### src/rtl/const_mul_pkg.sv
// Shared definitions for the constant-coefficient multiply sequencer.
//   state_t      : sequencer states (IDLE, MUL, OUT)
//   out_width()  : product width for a DW-bit operand times a CW-bit coefficient
//   COEF_DEFAULT : default coefficient set {8,7,3,1}, coefficient 0 in the LSB slice
package const_mul_pkg;

    typedef enum logic [1:0] {
        IDLE = 2'd0,
        MUL  = 2'd1,
        OUT  = 2'd2
    } state_t;

    // An unsigned DW x CW product never needs more than DW+CW bits.
    function automatic int out_width(input int dw, input int cw);
        return dw + cw;
    endfunction

    localparam logic [15:0] COEF_DEFAULT = {4'd8, 4'd7, 4'd3, 4'd1};

endpackage

### src/rtl/shift_add_step.sv
// One step of the serial shift-add multiplier.
//   acc_i      : running partial product
//   d_i        : latched operand
//   bit_i      : coefficient bit position being processed
//   coef_bit_i : value of that coefficient bit
//   acc_o      : acc_i + (d_i << bit_i) when coef_bit_i is set, else acc_i
module shift_add_step
    import const_mul_pkg::*;
#(
    parameter  int DW = 8,
    parameter  int CW = 4,
    parameter  int BW = 2,
    localparam int OW = out_width(DW, CW)
) (
    input  logic [OW-1:0] acc_i,
    input  logic [DW-1:0] d_i,
    input  logic [BW-1:0] bit_i,
    input  logic          coef_bit_i,
    output logic [OW-1:0] acc_o
);

    logic [OW-1:0] addend;

    always_comb begin
        // Operand is zero-extended to OW before shifting so no bits fall off.
        addend = {{CW{1'b0}}, d_i} << bit_i;
        acc_o  = coef_bit_i ? (acc_i + addend) : acc_i;
    end

endmodule

### src/rtl/const_mul_seq.sv
// Constant-coefficient multiply sequencer.
// Accepts one unsigned operand, multiplies it by each of NCOEF constant
// coefficients in turn (serial shift-add, CW cycles per product) and streams
// the products out with index and last tag.
//   clk, rst                  : clock, asynchronous active-low reset
//   in_valid/in_ready/in_data : operand handshake (accepted only in IDLE)
//   out_valid/out_ready       : product handshake with backpressure
//   out_data/out_idx/out_last : product, coefficient index, final-product flag
//   busy                      : high whenever not IDLE
//   dbg_state                 : current sequencer state
//
// Handshakes: a transfer happens on a rising edge where valid and ready are
// both high; once out_valid rises, out_valid/out_data/out_idx/out_last stay
// unchanged until that transfer edge.
module const_mul_seq
    import const_mul_pkg::*;
#(
    parameter  int                   DW    = 8,
    parameter  int                   CW    = 4,
    parameter  int                   NCOEF = 4,
    parameter  logic [NCOEF*CW-1:0]  COEF  = COEF_DEFAULT,
    localparam int                   OW    = out_width(DW, CW),
    localparam int                   IW    = (NCOEF > 1) ? $clog2(NCOEF) : 1
) (
    input  logic          clk,
    input  logic          rst,
    input  logic          in_valid,
    output logic          in_ready,
    input  logic [DW-1:0] in_data,
    output logic          out_valid,
    input  logic          out_ready,
    output logic [OW-1:0] out_data,
    output logic [IW-1:0] out_idx,
    output logic          out_last,
    output logic          busy,
    output state_t        dbg_state
);

    localparam int            BW       = (CW > 1) ? $clog2(CW) : 1;
    localparam logic [IW-1:0] K_LAST   = IW'(NCOEF - 1);
    localparam logic [BW-1:0] BIT_LAST = BW'(CW - 1);

    state_t        state_q,     state_d;
    logic          in_ready_q,  in_ready_d;
    logic          out_valid_q, out_valid_d;
    logic [DW-1:0] d_q,         d_d;
    logic [IW-1:0] k_q,         k_d;
    logic [OW-1:0] acc_q,       acc_d;
    logic [BW-1:0] bit_q,       bit_d;
    logic [OW-1:0] out_data_q,  out_data_d;
    logic          out_last_q,  out_last_d;

    // Coefficient table unpacked from the flat parameter vector.
    logic [CW-1:0] coef_arr [NCOEF];
    for (genvar g = 0; g < NCOEF; g++) begin : g_coef
        assign coef_arr[g] = COEF[g*CW +: CW];
    end

    logic          coef_bit;
    logic [OW-1:0] step_acc;

    assign coef_bit = coef_arr[k_q][bit_q];

    shift_add_step #(
        .DW (DW),
        .CW (CW),
        .BW (BW)
    ) u_step (
        .acc_i      (acc_q),
        .d_i        (d_q),
        .bit_i      (bit_q),
        .coef_bit_i (coef_bit),
        .acc_o      (step_acc)
    );

    always_ff @(posedge clk or negedge rst) begin
        if (!rst) begin
            state_q     <= IDLE;
            in_ready_q  <= 1'b0;
            out_valid_q <= 1'b0;
            d_q         <= '0;
            k_q         <= '0;
            acc_q       <= '0;
            bit_q       <= '0;
            out_data_q  <= '0;
            out_last_q  <= 1'b0;
        end else begin
            state_q     <= state_d;
            in_ready_q  <= in_ready_d;
            out_valid_q <= out_valid_d;
            d_q         <= d_d;
            k_q         <= k_d;
            acc_q       <= acc_d;
            bit_q       <= bit_d;
            out_data_q  <= out_data_d;
            out_last_q  <= out_last_d;
        end
    end

    always_comb begin
        state_d     = state_q;
        in_ready_d  = in_ready_q;
        out_valid_d = out_valid_q;
        d_d         = d_q;
        k_d         = k_q;
        acc_d       = acc_q;
        bit_d       = bit_q;
        out_data_d  = out_data_q;
        out_last_d  = out_last_q;

        unique case (state_q)
            IDLE: begin
                // in_ready comes up one edge after reset release and stays up
                // until an operand is taken.
                in_ready_d = 1'b1;
                if (in_valid && in_ready_q) begin
                    d_d        = in_data;
                    k_d        = '0;
                    acc_d      = '0;
                    bit_d      = '0;
                    in_ready_d = 1'b0;
                    state_d    = MUL;
                end
            end

            MUL: begin
                acc_d = step_acc;
                bit_d = bit_q + 1'b1;
                if (bit_q == BIT_LAST) begin
                    out_data_d  = step_acc;
                    out_last_d  = (k_q == K_LAST);
                    out_valid_d = 1'b1;
                    bit_d       = '0;
                    state_d     = OUT;
                end
            end

            OUT: begin
                if (out_ready) begin
                    out_valid_d = 1'b0;
                    if (out_last_q) begin
                        in_ready_d = 1'b1;
                        state_d    = IDLE;
                    end else begin
                        k_d     = k_q + 1'b1;
                        acc_d   = '0;
                        bit_d   = '0;
                        state_d = MUL;
                    end
                end
            end

            default: begin
                state_d = IDLE;
            end
        endcase
    end

    assign in_ready  = in_ready_q;
    assign out_valid = out_valid_q;
    assign out_data  = out_data_q;
    // k only advances on a handshake, so it is the index of the product on show.
    assign out_idx   = k_q;
    assign out_last  = out_last_q;
    assign busy      = (state_q != IDLE);
    assign dbg_state = state_q;

endmodule

### config.mk
export PLATFORM = sky130hd
export DESIGN_NAME = const_mul_seq
export DESIGN_NICKNAME = d
export VERILOG_FILES = /design/src/rtl/const_mul_pkg.sv /design/src/rtl/shift_add_step.sv /design/src/rtl/const_mul_seq.sv
export SDC_FILE = /design/constraint.sdc
export NUM_CORES = 1
export LEC_CHECK = 0
export BUFFER_PORTS_ARGS = -buffer_cell sky130_fd_sc_hd__buf_2
export CAP_MARGIN = 0
export CORE_MARGIN = 2
export CORE_UTILIZATION = 60
export CTS_CLUSTER_SIZE = 16
export DETAILED_ROUTE_END_ITERATION = 8
export PLACE_DENSITY_LB_ADDON = 0.05
export RECOVER_POWER = 25
export SKIP_CTS_REPAIR_TIMING = 1
export SYNTH_ARGS = -nofsm -noshare
export SYNTH_HDL_FRONTEND = slang
export SYNTH_SLANG_ARGS = --single-unit
export TNS_END_PERCENT = 50
### constraint.sdc
create_clock -name clk -period 6.3 [get_ports clk]
set_clock_uncertainty 0.2 [all_clocks]
set_input_delay 0.63 -clock clk [delete_from_list [all_inputs] [get_ports clk]]
set_output_delay 0.63 -clock clk [all_outputs]
set_load 0.01 [all_outputs]
==> results of run 1 <==
[layer usage]
layer	GRT usage, %	up-vias	routed length (um)
met1	33.82	914	2490
li1	-	967	-
met5	0	-	0
met3	5.921	8	176
met4	12.75	0	97
met2	39.93	40	2408
[metrics by stage]
step / total power [W] / instance area [um2] / setup slack (ps)
after floorplan: 0.001280 / 2475 / 3237
after global placement: 0.001480 / 2646 / 3090
after detailed placement: 0.001504 / 2646 / 3011
after CTS: 0.001720 / 2758 / 2998
after global routing: 0.001864 / 2756 / 2772
final: 0.001712 / 2756 / 2978
[cells in the mapped netlist (2+ instances only)]
cell type,count
nor2_2,2
a21oi_1,23
clkbuf_1,5
o31ai_1,7
nand2_1,27
and3_1,2
mux2_2,11
o21ai_0,15
xnor2_1,6
xor2_1,3
nand3_1,5
nor2b_1,7
mux2i_1,16
dfrtp_1,41
a22o_1,8
a21o_1,5
nand4_1,2
ha_1,14
nor2_1,13
o21a_1,3
buf_2,4
inv_1,6
nor3_1,2
a211oi_1,2
[cells by family (layout without fill, tap and decap cells)]
family	after synthesis	after routing	share of synthesized area, %
compound gates	76	76	20.68
xor+xnor	9	9	3.185
fa+ha+maj	15	15	7.887
buf+inv	17	46	3.084
flops	41	41	41.46
mux	27	27	11.48
simple gates	65	65	12.23
[sequential cells by signal (all words and copies together), names as in the netlist]
name / count
out_valid: 1
dbg_state: 2
bit_q: 2
d_q: 8
out_last: 1
acc_q: 12
out_idx: 2
in_ready: 1
out_data: 12
[tightest hold or removal path, delay by kind of cell (launching register included)]
family / cells / cell delay [ps]
and+or+nand+nor: 1 / 40
AOI/OAI and AO/OA: 1 / 60
DFF: 1 / 340
[path summary, 6_finish.rpt]
| path | cells after the start | to | start |
|---|---|---|---|
| worst max-delay path | 10 | out_data[10] | bit_q[0] |
| worst min-delay path | 2 | out_data[0] | out_data[0] |
| worst max register to register | 10 | out_data[10] | bit_q[0] |
| worst min register to register | 2 | out_data[0] | out_data[0] |
| max in group asynchronous | 1 | out_data[8] | rst |
| min in group asynchronous | 1 | out_data[3] | rst |
[report_power, final]
part           internal (W)  total [W]  switching, W
Combinational      0.000436    0.00101      0.000575
Sequential         0.000366   0.000488      0.000121
Clock              0.000119   0.000213     0.0000944
Total              0.000922    0.00171      0.000791
[cell type report]
class                      instances  area share, %
clock inverter                     2          1.407
inverter                           6         0.8171
timing repair buffer              32          5.856
tap                               50          2.270
sequential                        41          37.22
clock buffer                       6          2.633
multi-input combinational        192          49.80
==> metrics.cfg, run 1 <==
[critical_path]
cp-end-kind = register
cp.required_ps = 6320
crit_chain = nand2b_1 -> nor2_1 -> ha_1 -> fa_1 -> a211o_1 -> a221o_1 -> a221oi_2 -> xnor2_1 -> mux2i_1 -> o21ai_1
cp.arrival_ps = 3340
critical_path_buf_inv_count = 0
slowest_delay_ps = 780
rrSetupSlack_ps = 2980
crit_type = register to register
critical_path.top_delay_family = compound AO/OA/AOI/OAI gates
cp-start-kind = register
slowest_stage = dfrtp_1
path_max_fanout = 20

[power]
power.density_mw_per_mm2 = 621.2
cellLeakagePower_nw = 1.355
ir_drop_mv = 0.3298

[finish]
layout_common_cells = 41 x dfrtp_1, 30 x buf_2, 27 x nand2_1, 23 x a21oi_1, 16 x mux2i_1
multiInputGateArea_mm2 = 0.001373
nFillCells = 334
antenna_cells = 0
register_area_mm2 = 0.001026
final_common_cell = dfrtp_1
drive_gt1_share_pct = 20.43
nets = 305
finish.utilization_pct = 69.41
syn2layout_area_growth_pct = 11.37
stdcell_count = 329

[routing]
routed_via_density = 5.863
route.antenna.remaining_nets = 0
first_pass_iters = 4
wire_per_inst_um = 15.72
vias = 1929
remaining_drc_errors = 0
drtIter0Drc = 100
finalWirelength_um = 5172

[floorplan]
start_util_pct = 62.32
rows = 23
die_w_um = 68.23
top_level_ports = 32
placeableCoreArea_mm2 = 0.003971
die-area_mm2 = 0.004655
die_h_um = 68.23

[placed_design]
dpl.cell_count = 321
dp_hpwl_um = 3877
portBuffers = 31
gp_routability_congestion = 0.8270

[global_routing]
track_usage_pct = 25.77
overflow = 0
grt_first_pass_wirelength_um = 8673
grt_pass1_vias = 1838
grt_start_max_net_pins = 42
antenna_found_initial = 0

[clock_tree]
clkTransAtPathRegs_ps = 80
cts.sinks = 41
clk_path_buf_depth = 2
insertion_delay_ps = 300
cts_tree = built
cts_buffers = 5
cts-root-buf = clkbuf_8
htree_levels = 2

[yosys]
ys_ff_latch = 41
syn-num-nets = 277
synth_area_leaders = dfrtp_1 41%, ha_1 7.1%, mux2i_1 6.5%, mux2_2 5.0%, a21oi_1 4.7%
yosysTopAreaCellShare_pct = 41.46
yosys_warnings = 0
synth_cell_types = 45
ys_seq_area_share_pct = 41.46
syn_inst = 250
synth_area_mm2 = 0.002475
synth_edf_count = 0
syn_avg_cell_area_um2 = 9.899
yosysTopAreaCell = dfrtp_1
async_reset_ff_share_pct = 100.0
synth_top_flop_cell = dfrtp_1

[timing]
finalMaxSlewViolations = 42
setup_viol = 0
max_slew_margin_pct = -44.51
tightest_slew_ps = 2168
setup_tns_ps = 0
hold_viol_final = 0
finalCritPeriodShare_pct = 52.72
period_needed_ps = 3322
whs_ps = 277.9
rsz0062_at_grt = no
max_clock_freq_mhz = 301.1

[run]
drv_cap = 1

[min_path]
hold_path_class = register to register

[run_status]
outcome = finished, violations left
violations = capacitance limit, slew limit

No activity file was read; power rests on OpenSTA's default activity.
==> run 2: changes to the inputs <==
Settings changed: ABC_AREA from default to 1, CORE_UTILIZATION 60 to 58.
Clock period 6.3 ns to 3.1 ns, I/O delays scaled along.
==> run 2 against run 1 <==
Global-route usage up 0.11 points. Sequential cell count did not move. Clock power rose by 88%. The run still ends with capacitance limit, slew limit left. Core utilization decreased by 3.0 points. Design area increased by 5.7%. Combinational power up 130%. Critical path depth grew 2. Fmax increased by 25%. Sequential share of layout area shrank 2.0 points. Count of clock-buffer cells in the layout increased by 1. Largest power group unchanged. Synthesized area up 7.3%. Wire length rose by 13%. Highest routed layer unchanged. Critical endpoint is now acc_q[7].
==> metrics.cfg, run 2 <==
[run_status]
outcome = finished, violations left  ; unchanged
violations = capacitance limit, slew limit  ; unchanged

[routing]
met3WireLength_um = 303  ; was 176 um
vias = 2375  ; was 1929
remaining_drc_errors = 0  ; unchanged
routed_via_density = 5.278  ; was 5.863
first_pass_iters = 4  ; unchanged
wl_met1_um = 2714  ; was 2490 um
finalWirelength_um = 5847  ; was 5172 um
wire_per_inst_um = 12.99  ; was 15.72 um
highest_layer = met4  ; unchanged
drtIter0Drc = 150  ; was 100
wl_met2_um = 2731  ; was 2408 um
route.antenna.remaining_nets = 0  ; unchanged

[critical_path]
crit_type = register to register  ; unchanged
crit_top_cell = nand2_1
r2r_cells = 12  ; was 10
cp-end-kind = register  ; unchanged
cp.arrival_ps = 2700  ; was 3340 ps
r2r_start = bit_q[0]  ; unchanged
slowest_stage = dfrtp_2  ; was dfrtp_1
crit_start = bit_q[0]  ; unchanged
path_max_fanout = 23  ; was 20
rrSetupSlack_ps = 440  ; was 2980 ps
slowest_delay_ps = 590  ; was 780 ps
timing.rr.end = acc_q[7]  ; was out_data[10]
cp.required_ps = 3140  ; was 6320 ps
cp-start-kind = register  ; unchanged
crit_chain = mux2i_1 -> o21ai_0 -> ha_1 -> nand2_1 -> nand3_1 -> nand2_1 -> nand2_1 -> nand2_1 -> nand2_1 -> o21ai_0 -> nand2_1 -> nand2_1  ; was nand2b_1 -> nor2_1 -> ha_1 -> fa_1 -> a211o_1 -> a221o_1 -> a221oi_2 -> xnor2_1 -> mux2i_1 -> o21ai_1

[finish]
nets = 424  ; was 305
drive_gt1_share_pct = 15.33  ; was 20.43%
antenna_cells = 0  ; unchanged
syn2layout_area_growth_pct = 9.708  ; was 11.37%
final_common_cell = nand2_1  ; was dfrtp_1
finish.utilization_pct = 66.44  ; was 69.41%
stdcell_count = 450  ; was 329
layout_common_cells = 139 x nand2_1, 40 x inv_1, 40 x dfrtp_1, 30 x buf_2, 28 x o21ai_0  ; was 41 x dfrtp_1, 30 x buf_2, 27 x nand2_1, 23 x a21oi_1, 16 x mux2i_1

[yosys]
ys_ff_latch = 41  ; unchanged
synthTopCellsByCount = 139 x nand2_1, 41 x dfrtp_1, 40 x inv_1  ; was 41 x dfrtp_1, 27 x nand2_1, 23 x a21oi_1
syn_avg_cell_area_um2 = 7.254  ; was 9.899 um2
synth_top_flop_cell = dfrtp_1  ; unchanged
async_reset_ff_share_pct = 100.0  ; unchanged
yosysTopAreaCell = dfrtp_1  ; unchanged
syn_inst = 366  ; was 250
synth_cell_types = 33  ; was 45
syn-num-nets = 393  ; was 277
ys_seq_area_share_pct = 38.64  ; was 41.46%
yosysTopAreaCellShare_pct = 38.64  ; was 41.46%
yosys_warnings = 0  ; unchanged
synth_area_leaders = dfrtp_1 39%, nand2_1 20%, ha_1 6.6%, inv_1 5.7%, o21ai_0 5.3%  ; was dfrtp_1 41%, ha_1 7.1%, mux2i_1 6.5%, mux2_2 5.0%, a21oi_1 4.7%
synth.most_common_cell = nand2_1  ; was dfrtp_1
synth_edf_count = 0  ; unchanged
synth_area_mm2 = 0.002655  ; was 0.002475 mm2

[timing]
period_needed_ps = 2660  ; was 3322 ps
hold_viol_final = 0  ; unchanged
max_slew_margin_pct = -47.89  ; was -44.51%
max_clock_freq_mhz = 376.0  ; was 301.1 MHz
setup_viol = 0  ; unchanged
tightest_slew_ps = 2218  ; was 2168 ps
finalMaxSlewViolations = 42  ; unchanged
rsz0062_at_grt = no  ; unchanged
finalCritPeriodShare_pct = 85.80  ; was 52.72%
setup_tns_ps = 0  ; unchanged

[floorplan]
rows = 24  ; was 23
die_w_um = 71.66  ; was 68.23 um
top_level_ports = 32  ; unchanged
die_h_um = 71.66  ; was 68.23 um
placeableCoreArea_mm2 = 0.004384  ; was 0.003971 mm2
start_util_pct = 60.56  ; was 62.32%
die-area_mm2 = 0.005135  ; was 0.004655 mm2

[global_routing]
grt_start_max_net_pins = 42  ; unchanged
grt_first_pass_wirelength_um = 10220  ; was 8673 um
overflow = 0  ; unchanged
grt_pass1_vias = 2206  ; was 1838
antenna_found_initial = 0  ; unchanged
track_usage_pct = 25.88  ; was 25.77%

[min_path]
hold_path_class = input pin to register  ; was register to register
whs_path_depth = 3  ; was 2
holdPathEnd = d_q[2]  ; was out_data[0]
worst_hold_startpoint = in_data[2]  ; was out_data[0]

[clock_tree]
cts.sinks = 41  ; unchanged
insertion_delay_ps = 300  ; about the same
cts_buffers = 5  ; unchanged
htree_levels = 2  ; unchanged
clkTransAtPathRegs_ps = 80  ; about the same
clk_path_buf_depth = 2  ; unchanged
cts_tree = built  ; unchanged
cts-root-buf = clkbuf_8  ; unchanged

[placed_design]
gp_routability_congestion = 0.9407  ; was 0.8270
dp_hpwl_um = 4292  ; was 3877 um
dpl.cell_count = 442  ; was 321
portBuffers = 31  ; unchanged

[power]
power.density_mw_per_mm2 = 1270  ; was 621.2 mW/mm2
cellLeakagePower_nw = 1.603  ; was 1.355 nW
power_w = 0.003698  ; was 0.001712 W
ir_drop_mv = 0.6108  ; was 0.3298 mV

[run]
drv_cap = 1  ; unchanged

run 2: cell count changes after synthesis, sizes merged, moves of 7 or more:
cell	previous run	this run
nand2	27	146
mux2i	16	5
o21ai	16	33
nor2	15	24
a21oi	23	9
mux2	11	0
nor2b	7	0
inv	6	43
nand3	5	24
a22o	8	0
run 2: area by class of cell:
type | instances | area [um2]
Clock buffer | 7 | 96.34
Clock inverter | 1 | 8.758
Fill cell | 419 | 1471
Inverter | 44 | 167.7
Multi-Input combinational cell | 273 | 1386
Sequential cell | 41 | 1027
Tap cell | 52 | 65.06
Timing Repair Buffer | 32 | 161.4
run 2: power breakdown:
part | leakage (nW) | total (W) | switching [W] | internal (W)
combinational | 1.03 | 0.00232 | 0.00150 | 0.000814
sequential | 0.513 | 0.000981 | 0.000209 | 0.000772
clock | 0.0549 | 0.000401 | 0.000195 | 0.000206
run 2: how the worst max path moves through the flow:
stage	endpoint	slack (ps)	depth (start not counted)
6_report	acc_q[7]	440	12
5_1_grt	acc_q[7]	120	12
4_1_cts	acc_q[7]	260	12
3_5_place_dp	acc_q[7]	270	12
3_3_place_gp	out_data[7]	290	12
2_1_floorplan	out_data[7]	750	14
run 2: through the flow:
| step | hold WS (ps) | instance area [um2] | setup WS (ps) |
|---|---|---|---|
| after floorplan | -185.6 | 2655 | 749.5 |
| final | 8.397 | 2913 | 440.4 |
| after global placement | 258.7 | 2808 | 289.7 |
| after global routing | 16.27 | 2913 | 122.7 |
| after CTS | -28.87 | 2913 | 264.8 |
| after detailed placement | 259.9 | 2808 | 270.9 |
run 2: cell families (layout without fill, tap and decap cells):
group | after synthesis | after routing | share of synthesized area (%)
buffers and inverters | 52 | 84 | 9.142
AND/OR/NAND/NOR | 204 | 204 | 32.47
adder cells (fa/ha/maj) | 15 | 15 | 7.352
multiplexers | 5 | 5 | 1.885
AO/OA/AOI/OAI | 49 | 49 | 10.51
flip-flops | 41 | 41 | 38.64
run 2: critical path, delay by kind of cell (launching register included):
| family | cells | cell delay [ps] |
|---|---|---|
| AOI/OAI and AO/OA | 2 | 370 |
| adders and majority gates | 1 | 390 |
| DFF | 1 | 590 |
| muxes | 1 | 260 |
| and+or+nand+nor | 8 | 780 |
run 2: per-layer routing:
layer	track usage (%)	vias to the layer above
met1	36.26	1064
met4	7.757	0
met2	41.56	72
li1	-	1231
met5	0	-
met3	4.219	8
==> run 3: changes to the inputs <==
Settings changed: CORE_ASPECT_RATIO from default to 0.6.
==> run 3 against run 2 <==
The run still ends with capacitance limit, slew limit left. Via count decreased by 0.88%. Count of clock-buffer cells in the layout unchanged. Wire length increased by 5.0%. Sequential cell count unchanged. Design area increased by 0.60%. Global-route usage increased by 0.069 points. First-iteration DRC count increased by 39%.
==> metrics.cfg, run 3 (synthesis results as in run 2) <==
[run_status]
outcome = finished, violations left  ; unchanged
violations = capacitance limit, slew limit  ; unchanged

[timing]
period_needed_ps = 2695  ; was 2660 ps
setup_tns_ps = 0  ; unchanged
finalMaxSlewViolations = 42  ; unchanged
finalCritPeriodShare_pct = 86.94  ; was 85.80%
worst_slack_ps = 404.8  ; was 440.4 ps
rsz0062_at_grt = no  ; unchanged
tightest_slew_ps = 2235  ; was 2218 ps
max_clock_freq_mhz = 371.0  ; was 376.0 MHz
setup_viol = 0  ; unchanged
max_slew_margin_pct = -49.03  ; was -47.89%
hold_viol_final = 0  ; unchanged

[critical_path]
slowest_stage = dfrtp_2  ; unchanged
r2r_cells = 12  ; unchanged
rrSetupSlack_ps = 400  ; was 440 ps
cp.arrival_ps = 2740  ; was 2700 ps
timing.rr.end = out_data[7]  ; was acc_q[7]
cp-end-kind = register  ; unchanged
slowest_delay_ps = 610  ; was 590 ps
cp-start-kind = register  ; unchanged
crit_type = register to register  ; unchanged
path_max_fanout = 23  ; unchanged
r2r_start = bit_q[0]  ; unchanged
crit_top_cell = nand2_1  ; unchanged
crit_chain = mux2i_1 -> o21ai_0 -> ha_1 -> nand2_1 -> nand3_1 -> nand2_1 -> nand2_1 -> nand2_1 -> nand2_1 -> o21ai_0 -> nand2_1 -> nand2_1  ; unchanged
cp.required_ps = 3140  ; about the same

[placed_design]
place_ws_ps = 224.4  ; was 270.9 ps
dp_hpwl_um = 4571  ; was 4292 um
dpl.cell_count = 452  ; was 442
gp_routability_congestion = 1.045  ; was 0.9407
portBuffers = 31  ; unchanged

[clock_tree]
insertion_delay_ps = 300  ; about the same
cts_buffers = 5  ; unchanged
cts.sinks = 41  ; unchanged
clkTransAtPathRegs_ps = 80  ; about the same
clk_path_buf_depth = 2  ; unchanged
cts-root-buf = clkbuf_8  ; unchanged
cts_tree = built  ; unchanged
htree_levels = 2  ; unchanged

[routing]
wire_per_inst_um = 13.34  ; was 12.99 um
remaining_drc_errors = 0  ; unchanged
routed_via_density = 5.117  ; was 5.278
finalWirelength_um = 6137  ; was 5847 um
drtIter0Drc = 209  ; was 150
first_pass_iters = 5  ; was 4
route.antenna.remaining_nets = 0  ; unchanged
vias = 2354  ; was 2375

[floorplan]
die-area_mm2 = 0.005153  ; was 0.005135 mm2
rows = 19  ; was 24
start_util_pct = 59.09  ; was 60.56%
die_h_um = 56.41  ; was 71.66 um
placeableCoreArea_mm2 = 0.004493  ; was 0.004384 mm2
top_level_ports = 32  ; unchanged
die_w_um = 91.35  ; was 71.66 um

[finish]
stdcell_count = 460  ; was 450
syn2layout_area_growth_pct = 10.37  ; was 9.708%
nFillCells = 431  ; was 419
multiInputGateArea_mm2 = 0.001386  ; unchanged
antenna_cells = 0  ; unchanged
final_common_cell = nand2_1  ; unchanged
register_area_mm2 = 0.001027  ; unchanged
drive_gt1_share_pct = 14.86  ; was 15.33%
layout_common_cells = 139 x nand2_1, 40 x inv_1, 40 x dfrtp_1, 30 x buf_2, 28 x o21ai_0  ; unchanged
nets = 423  ; was 424

[global_routing]
grtUsageMet3_pct = 8.859  ; was 4.219%
grt_first_pass_wirelength_um = 10360  ; was 10220 um
met1_usage_pct = 41.36  ; was 36.26%
gr-usage-met2_pct = 32.91  ; was 41.56%
antenna_found_initial = 0  ; unchanged
track_usage_pct = 25.95  ; was 25.88%
grt_start_max_net_pins = 42  ; unchanged
grt_pass1_vias = 2102  ; was 2206
overflow = 0  ; unchanged
grt.busiest_layer = met1  ; was met2

[run]
drv_cap = 1  ; unchanged

[power]
cellLeakagePower_nw = 1.602  ; was 1.603 nW
ir_drop_mv = 0.6909  ; was 0.6108 mV
power.density_mw_per_mm2 = 1288  ; was 1270 mW/mm2
power_w = 0.003775  ; was 0.003698 W

[min_path]
worst_hold_startpoint = in_data[1]  ; was in_data[2]
whs_path_depth = 3  ; unchanged
holdPathEnd = d_q[1]  ; was d_q[2]
hold_path_class = input pin to register  ; unchanged

==> run 3: cell types whose count changed in the layout (fill, tap and decap cells not counted), sizes merged <==
cell	delta
inv	-1
buf	-1
bufinv	+1
==> run 3: routing by layer <==
| metal | part of all wire, % | wire [um] |
|---|---|---|
| met5 | 0 | 0 |
| met4 | 0.51 | 31 |
| met1 | 52 | 3221 |
| met2 | 37 | 2273 |
| met3 | 9.9 | 610 |
==> run 3: through the flow <==
| step | util [%] | hold slack (ps) | instance area [um2] |
|---|---|---|---|
| final | 65.22 | 10.19 | 2930 |
| after global routing | 65.22 | 19.08 | 2930 |
| after CTS | 65.22 | -25.50 | 2930 |
| after detailed placement | 62.63 | 260.6 | 2814 |
| after global placement | 62.63 | 258.2 | 2814 |
| after floorplan | - | -185.6 | 2655 |
==> run 3: report_power, final <==
group	internal [W]	switching (W)	total (W)	leakage [nW]
sequential	0.000771	0.000216	0.000988	0.513
combinational	0.000808	0.00152	0.00233	1.03
clock	0.000263	0.000198	0.000461	0.0585
total	0.00184	0.00193	0.00378	1.60
==> run 3: final cells by class <==
cell class	count	share of cell area [%]
Multi-Input combinational cell	273	47.31
Sequential cell	41	35.06
Inverter	44	5.722
Timing Repair Buffer	31	5.252
Clock buffer	7	2.946
Tap cell	63	2.690
Clock inverter	1	1.025
==> run 3: worst max-delay path: cells and delay by family (launching register included) <==
family	cells	cell delay [ps]
flip-flops	1	610
AO/OA/AOI/OAI	2	410
multiplexers	1	300
adder cells (fa/ha/maj)	1	370
AND/OR/NAND/NOR	8	760
==> run 3: worst max-delay path by stage <==
stage / start / to
after floorplan: bit_q[0] / out_data[7]
after global placement: bit_q[0] / out_data[7]
after detailed placement: bit_q[0] / out_data[7]
after CTS: bit_q[0] / out_data[7]
after global routing: bit_q[0] / out_data[7]
final: bit_q[0] / out_data[7]
